--- src/rtl/data_mem_arbiter.sv ---
// Two-port round-robin arbiter sharing one data_memory; an ID FIFO routes each
// rvalid back to its issuer. Define DATA_MEM_ARB_PERF_EN to add perf counters.
`timescale 1ns/1ps
module data_mem_arbiter #(
  parameter int MAX_OUTSTANDING = 2,
  parameter int ADDR_WIDTH      = 32
) (
  input  logic                  clk_i,
  input  logic                  rst_ni,

  input  logic                  p0_req_i,
  output logic                  p0_gnt_o,
  output logic                  p0_rvalid_o,
  input  logic                  p0_we_i,
  input  logic [3:0]            p0_be_i,
  input  logic [ADDR_WIDTH-1:0] p0_addr_i,
  input  logic [31:0]           p0_wdata_i,
  output logic [31:0]           p0_rdata_o,

  input  logic                  p1_req_i,
  output logic                  p1_gnt_o,
  output logic                  p1_rvalid_o,
  input  logic                  p1_we_i,
  input  logic [3:0]            p1_be_i,
  input  logic [ADDR_WIDTH-1:0] p1_addr_i,
  input  logic [31:0]           p1_wdata_i,
  output logic [31:0]           p1_rdata_o,

  output logic                  mem_en_o,
  output logic                  mem_req_o,
  input  logic                  mem_gnt_i,
  input  logic                  mem_rvalid_i,
  output logic                  mem_we_o,
  output logic [3:0]            mem_be_o,
  output logic [ADDR_WIDTH-1:0] mem_addr_o,
  output logic [31:0]           mem_wdata_o,
  input  logic [31:0]           mem_rdata_i,

  output logic                  rsp_err_o
`ifdef DATA_MEM_ARB_PERF_EN
  ,
  output logic [31:0]           perf_gnt0_o,
  output logic [31:0]           perf_gnt1_o,
  output logic [31:0]           perf_conflict_o
`endif
);

  localparam int PTR_W = (MAX_OUTSTANDING > 1) ? $clog2(MAX_OUTSTANDING) : 1;
  localparam int CNT_W = $clog2(MAX_OUTSTANDING + 1);
  localparam logic [CNT_W-1:0] CNT_MAX  = CNT_W'(MAX_OUTSTANDING);
  localparam logic [PTR_W-1:0] PTR_LAST = PTR_W'(MAX_OUTSTANDING - 1);

  logic                       prio_q;
  logic [CNT_W-1:0]           count_q;
  logic [PTR_W-1:0]           wr_ptr_q;
  logic [PTR_W-1:0]           rd_ptr_q;
  logic [MAX_OUTSTANDING-1:0] id_q;
  logic                       rsp_err_q;

  logic any_req;
  logic both_req;
  logic sel;
  logic attr_sel;
  logic fifo_full;
  logic fifo_empty;
  logic handshake;
  logic pop;
  logic head_id;

  // Pointers wrap modulo MAX_OUTSTANDING, which need not be a power of two.
  function automatic logic [PTR_W-1:0] ptr_inc(input logic [PTR_W-1:0] p);
    return (p == PTR_LAST) ? '0 : p + PTR_W'(1);
  endfunction

  assign any_req    = p0_req_i | p1_req_i;
  assign both_req   = p0_req_i & p1_req_i;
  assign sel        = both_req ? prio_q : p1_req_i;
  assign fifo_full  = (count_q == CNT_MAX);
  assign fifo_empty = (count_q == '0);

  // Full is judged on the registered count, so a same-cycle pop never frees a slot early.
  assign mem_req_o  = rst_ni & any_req & ~fifo_full;
  assign mem_en_o   = mem_req_o;
  assign handshake  = mem_req_o & mem_gnt_i;
  assign attr_sel   = mem_req_o & sel;

  assign mem_we_o    = attr_sel ? p1_we_i    : p0_we_i;
  assign mem_be_o    = attr_sel ? p1_be_i    : p0_be_i;
  assign mem_addr_o  = attr_sel ? p1_addr_i  : p0_addr_i;
  assign mem_wdata_o = attr_sel ? p1_wdata_i : p0_wdata_i;

  assign p0_gnt_o = handshake & ~sel;
  assign p1_gnt_o = handshake &  sel;

  assign head_id     = id_q[rd_ptr_q];
  assign pop         = mem_rvalid_i & ~fifo_empty;
  assign p0_rvalid_o = pop & ~head_id;
  assign p1_rvalid_o = pop &  head_id;
  assign p0_rdata_o  = mem_rdata_i;
  assign p1_rdata_o  = mem_rdata_i;
  assign rsp_err_o   = rsp_err_q;

  // NOTE: sequential state uses non-blocking assignments so every register samples pre-edge values.
  always_ff @(posedge clk_i or negedge rst_ni) begin
    if (!rst_ni) begin
      prio_q    <= 1'b0;
      count_q   <= '0;
      wr_ptr_q  <= '0;
      rd_ptr_q  <= '0;
      rsp_err_q <= 1'b0;
    end else begin
      if (handshake) begin
        prio_q   <= ~sel;
        wr_ptr_q <= ptr_inc(wr_ptr_q);
      end
      if (pop) begin
        rd_ptr_q <= ptr_inc(rd_ptr_q);
      end
      if (handshake && !pop) begin
        count_q <= count_q + CNT_W'(1);
      end else if (pop && !handshake) begin
        count_q <= count_q - CNT_W'(1);
      end
      if (mem_rvalid_i && fifo_empty) begin
        rsp_err_q <= 1'b1;
      end
    end
  end

  // NOTE: ID storage has no reset; entries are only read between push and pop, which count_q guards.
  always_ff @(posedge clk_i) begin
    if (handshake) begin
      id_q[wr_ptr_q] <= sel;
    end
  end

`ifdef DATA_MEM_ARB_PERF_EN
  logic [31:0] perf_gnt0_q;
  logic [31:0] perf_gnt1_q;
  logic [31:0] perf_conflict_q;

  always_ff @(posedge clk_i or negedge rst_ni) begin
    if (!rst_ni) begin
      perf_gnt0_q     <= '0;
      perf_gnt1_q     <= '0;
      perf_conflict_q <= '0;
    end else begin
      if (p0_gnt_o) perf_gnt0_q <= perf_gnt0_q + 32'd1;
      if (p1_gnt_o) perf_gnt1_q <= perf_gnt1_q + 32'd1;
      if (both_req && mem_req_o) perf_conflict_q <= perf_conflict_q + 32'd1;
    end
  end

  assign perf_gnt0_o     = perf_gnt0_q;
  assign perf_gnt1_o     = perf_gnt1_q;
  assign perf_conflict_o = perf_conflict_q;
`endif

endmodule
--- config.mk ---
export PLATFORM = sky130hd
export DESIGN_NAME = data_mem_arbiter
export DESIGN_NICKNAME = d
export VERILOG_FILES = /design/src/rtl/data_mem_arbiter.sv
export SDC_FILE = /design/constraint.sdc
export NUM_CORES = 1
export LEC_CHECK = 0
export BUFFER_PORTS_ARGS = -buffer_cell sky130_fd_sc_hd__buf_2
export CELL_PAD_IN_SITES_DETAIL_PLACEMENT = 1
export CELL_PAD_IN_SITES_GLOBAL_PLACEMENT = 2
export CORE_AREA = 2 2 136 138
export DETAILED_ROUTE_END_ITERATION = 8
export DIE_AREA = 0 0 138 140
export HOLD_SLACK_MARGIN = 0.08
export PLACE_DENSITY_LB_ADDON = 0.1
export REMOVE_ABC_BUFFERS = 1
export SETUP_SLACK_MARGIN = 0.2
export SLEW_MARGIN = 40
export SYNTH_ARGS = -nofsm -noshare
export SYNTH_HDL_FRONTEND = slang
export SYNTH_SLANG_ARGS = --single-unit
--- constraint.sdc ---
create_clock -name clk_i -period 1.4 [get_ports clk_i]
set_input_delay 0.07 -clock clk_i [delete_from_list [all_inputs] [get_ports clk_i]]
set_output_delay 0.07 -clock clk_i [all_outputs]
set_load 0.005 [all_outputs]
==> impl_metrics.sql <==
INSERT INTO impl_metrics (metric_group, metric, value, unit) VALUES
('status', 'run_status', 'finished with violations', ''),
('status', 'violations_in_the_final_reports', 'negative setup slack', ''),
('clock_network', 'tritoncts', 'yes', ''),
('sta', 'setup-tns-final', '-26.56', 'ns'),
('setup_path', 'terminus_of_the_critical_flop_to_flop_path', 'count_q[1]', ''),
('routing', 'wl_per_cell', '21.56', 'um'),
('routing', 'drc', '0', ''),
('clock_network', 'clkLatencyLatePin', '0.23', 'ns'),
('logic_synthesis', 'proportion_of_register_bits_with_asynchronous_set_or_reset_after_synthesis', '75.00', '%'),
('place', 'dp_hpwl', '10780', 'um'),
('layout', 'mostFrequentLayoutCells', 'sky130_fd_sc_hd__buf_2 (186), sky130_fd_sc_hd__buf_6 (43), sky130_fd_sc_hd__mux2_2 (35)', ''),
('clock_network', 'clk_pin_slew', '0.04', 'ns'),
('sta', 'postLayoutSetupSlackWorst', '-0.3979', 'ns'),
('logic_synthesis', 'netlist_area_before_placement', '1748', 'um^2'),
('logic_synthesis', 'syn_area_per_cell', '9.988', 'um^2'),
('clock_network', 'cts.htree.levels', '1', ''),
('sta', 'final.min_clock_period', '1.798', 'ns'),
('layout', 'area_growth_syn_to_layout', '93.06', '%'),
('pwr', 'vdd_ir_drop_max', '0.0004094', 'V'),
('place', 'finalWeightedCongestion', '0.6983', ''),
('place', 'post_place_worst_slack', '-0.2072', 'ns'),
('logic_synthesis', 'yosys.cell_types.count', '22', ''),
('logic_synthesis', 'ys.warnings.count', '0', ''),
('floorplanning', 'die_area', '19320', 'um^2'),
('flow_run', 'max_cap_violations', '0', ''),
('sta', 'setup_viol_count_final', '79', ''),
('setup_path', 'cp-end-kind', 'output port', ''),
('clock_network', 'cts_root_buf', 'sky130_fd_sc_hd__clkbuf_16', ''),
('global_route', 'number_of_antenna_violations_at_the_first_check_in_global_routing', '6', ''),
('floorplanning', 'die_w', '138', 'um'),
('logic_synthesis', 'synthesis.instances', '175', ''),
('setup_path', 'worst_reg2reg_path_depth', '11', ''),
('hold_path', 'hold_path_class', 'in2async', ''),
('setup_path', 'worst-endpoint-arrival', '1.73', 'ns'),
('routing', 'via_count', '2075', ''),
('clock_network', 'clock_sink_count', '8', ''),
('sta', 'final_hold_viol_count', '0', ''),
('logic_synthesis', 'synth_enable_flop_cells', '2', ''),
('routing', 'via_per_inst', '3.571', ''),
('routing', 'detail_route.first_pass.iterations', '4', ''),
('global_route', 'gr-usage-all-layers', '11.74', '%'),
('sta', 'worst_clock_skew', '0.003804', 'ns'),
('pwr', 'power_density', '937.1', 'nW/um^2'),
('clock_network', 'cts-root-to-sink-buffers', '2', ''),
('logic_synthesis', 'synth_seq_area_share', '12.03', '%'),
('place', 'port_buffers', '219', ''),
('layout', 'post_route_cells_drive_above_1_share', '92.88', '%'),
('floorplanning', 'start_util', '9.831', '%'),
('sta', 'worstMarginPinSlew', '0.1783', 'ns'),
('global_route', 'globalRouteOverflowTotal', '0', ''),
('pwr', 'fin_total_pwr', '3.162', 'mW'),
('pwr', 'leakagePower', '1.802', 'nW'),
('routing', 'detail_route.iter0.violations', '53', ''),
('setup_path', 'worst_setup_path_start_kind', 'flop', ''),
('floorplanning', 'die_height', '140', 'um'),
('layout', 'final_common_cell', 'sky130_fd_sc_hd__buf_2', ''),
('setup_path', 'maximum_net_fanout_on_the_critical_path', '14', ''),
('floorplanning', 'rows', '49', ''),
('floorplanning', 'io-pin-count', '316', ''),
('setup_path', 'setup.reg_to_reg.worst_slack', '-0.36', 'ns'),
('sta', 'min_period_over_period', '128.4', '%'),
('sta', 'maxSlewHeadroom', '87.78', '%'),
('setup_path', 'crit-reg2reg-launch', 'count_q[0]', ''),
('clock_network', 'cts_inserted_buffers', '3', ''),
('global_route', 'grt_pass1_wl', '16440', 'um'),
('floorplanning', 'core_area', '17780', 'um^2'),
('routing', 'number_of_nets_still_failing_antenna_checks_after_routing', '0', ''),
('sta', 'rsz0062_at_grt', 'yes', ''),
('logic_synthesis', 'postSynthRegisterBits', '8', ''),
('global_route', 'grt_start_max_net_pins', '29', ''),
('sta', 'fmax', '556.2', 'MHz'),
('layout', 'num-nets-final', '530', ''),
('sta', 'final_max_slew_viol_count', '0', ''),
('routing', 'detail_route.wirelength', '12530', 'um'),
('global_route', 'first_global_vias', '2256', ''),
('setup_path', 'setup.worst_path.class', 'reg2out', ''),
('setup_path', 'critical_path_required', '1.33', 'ns'),
('logic_synthesis', 'postSynth.topFlopCell', 'sky130_fd_sc_hd__dfrtp_1', '');
report_power, final:
group          switching [mW]  internal (mW)  leakage (nW)
Combinational           0.842           1.43          1.68
Sequential             0.0707          0.329        0.0850
Clock                   0.117          0.369        0.0370
registers in the layout (all words and copies together), names as in the netlist:
name / flops
count_q: 2
id_q: 2
prio_q: 1
rd_ptr_q: 1
rsp_err_o: 1
wr_ptr_q: 1
layer usage:
metal	vias to the layer above	GRT usage [%]	wire, um
li1	897	-	-
met1	939	11.28	4141
met2	211	17.64	5492
met3	16	12.75	2687
met4	12	0.7519	43
met5	-	4.511	161
how the worst max path moves through the flow:
| stage | start | end | slack [ns] | depth (start not counted) |
|---|---|---|---|---|
| 6_report | count_q[0] | mem_wdata_o[29] | -0.40 | 6 |
| 3_5_place_dp | count_q[0] | mem_wdata_o[28] | -0.21 | 5 |
| 3_3_place_gp | count_q[0] | mem_wdata_o[16] | -0.18 | 5 |
| 5_1_grt | count_q[0] | count_q[1] | -0.46 | 11 |
| 4_1_cts | count_q[0] | mem_addr_o[5] | -0.42 | 6 |
| 2_1_floorplan | prio_q | mem_addr_o[0] | -1.58 | 2 |
kinds of logic (layout without fill, tap and decap cells):
family                     after synthesis  in the layout  share of synthesized area [%]
and+or+nand+nor                          9              9                          2.649
AOI/OAI and AO/OA                        6              6                          3.078
other                                    0              1                              0
DFF                                      8              8                          12.03
adders and majority gates                1              1                         0.7157
buffers and inverters                   75            251                          31.28
muxes                                   71             71                          47.75
xor gates and xnor gates                 5              5                          2.506
worst max-delay path, stage by stage, from the launching register on:
cell and delay [ns]:
sky130_fd_sc_hd__dfrtp_1 0.37, sky130_fd_sc_hd__nand2b_4 0.16, sky130_fd_sc_hd__o2111ai_4 0.11, sky130_fd_sc_hd__buf_12 0.18
sky130_fd_sc_hd__clkbuf_16 0.20, sky130_fd_sc_hd__mux2_2 0.34, sky130_fd_sc_hd__buf_2 0.13
synth_stat cells (2+ instances only):
| cell type | number | share of area (%) |
|---|---|---|
| sky130_fd_sc_hd__buf_2 | 5 | 1.4 |
| sky130_fd_sc_hd__and3_1 | 2 | 0.72 |
| sky130_fd_sc_hd__nor2_1 | 5 | 1.1 |
| sky130_fd_sc_hd__buf_4 | 65 | 28 |
| sky130_fd_sc_hd__xor2_1 | 2 | 1.0 |
| sky130_fd_sc_hd__mux2_2 | 59 | 38 |
| sky130_fd_sc_hd__dfrtp_1 | 6 | 8.6 |
| sky130_fd_sc_hd__xnor2_1 | 3 | 1.5 |
| sky130_fd_sc_hd__mux2_4 | 10 | 8.6 |
| sky130_fd_sc_hd__buf_6 | 2 | 1.3 |
| sky130_fd_sc_hd__edfxtp_1 | 2 | 3.4 |
| sky130_fd_sc_hd__inv_1 | 3 | 0.64 |
| sky130_fd_sc_hd__mux2i_1 | 2 | 1.1 |
per-stage QoR:
step,instance area (um^2),utilization (%),hold slack (ns),cells
global route,3374,18.98,0.09079,581
CTS,3063,17.23,0.09143,575
global placement,2716,15.28,-0.07619,564
detailed placement,2716,15.28,-0.07679,564
floorplan,1212,-,-0.2256,103
finish,3374,18.98,0.06591,581
what timing repair did:
item | CTS | global route
setup endpoints to repair | 81 | 81
hold endpoints to repair | 6 | 3
hold buffers | 1 | 1
gates resized for setup | 41 | 47
cloned | 0 | 2
buffers inserted | 7 | 2
pin swaps | 3 | 3
final cells by class:
type	count	area, um^2
Timing Repair Buffer	245	1623
Antenna cell	1	2.502
Inverter	3	11.26
Sequential cell	8	210.2
Clock buffer	3	75.07
Fill cell	2132	14410
Tap cell	229	286.5
Multi-Input combinational cell	92	1166
No activity file was read; power rests on OpenSTA's default activity.
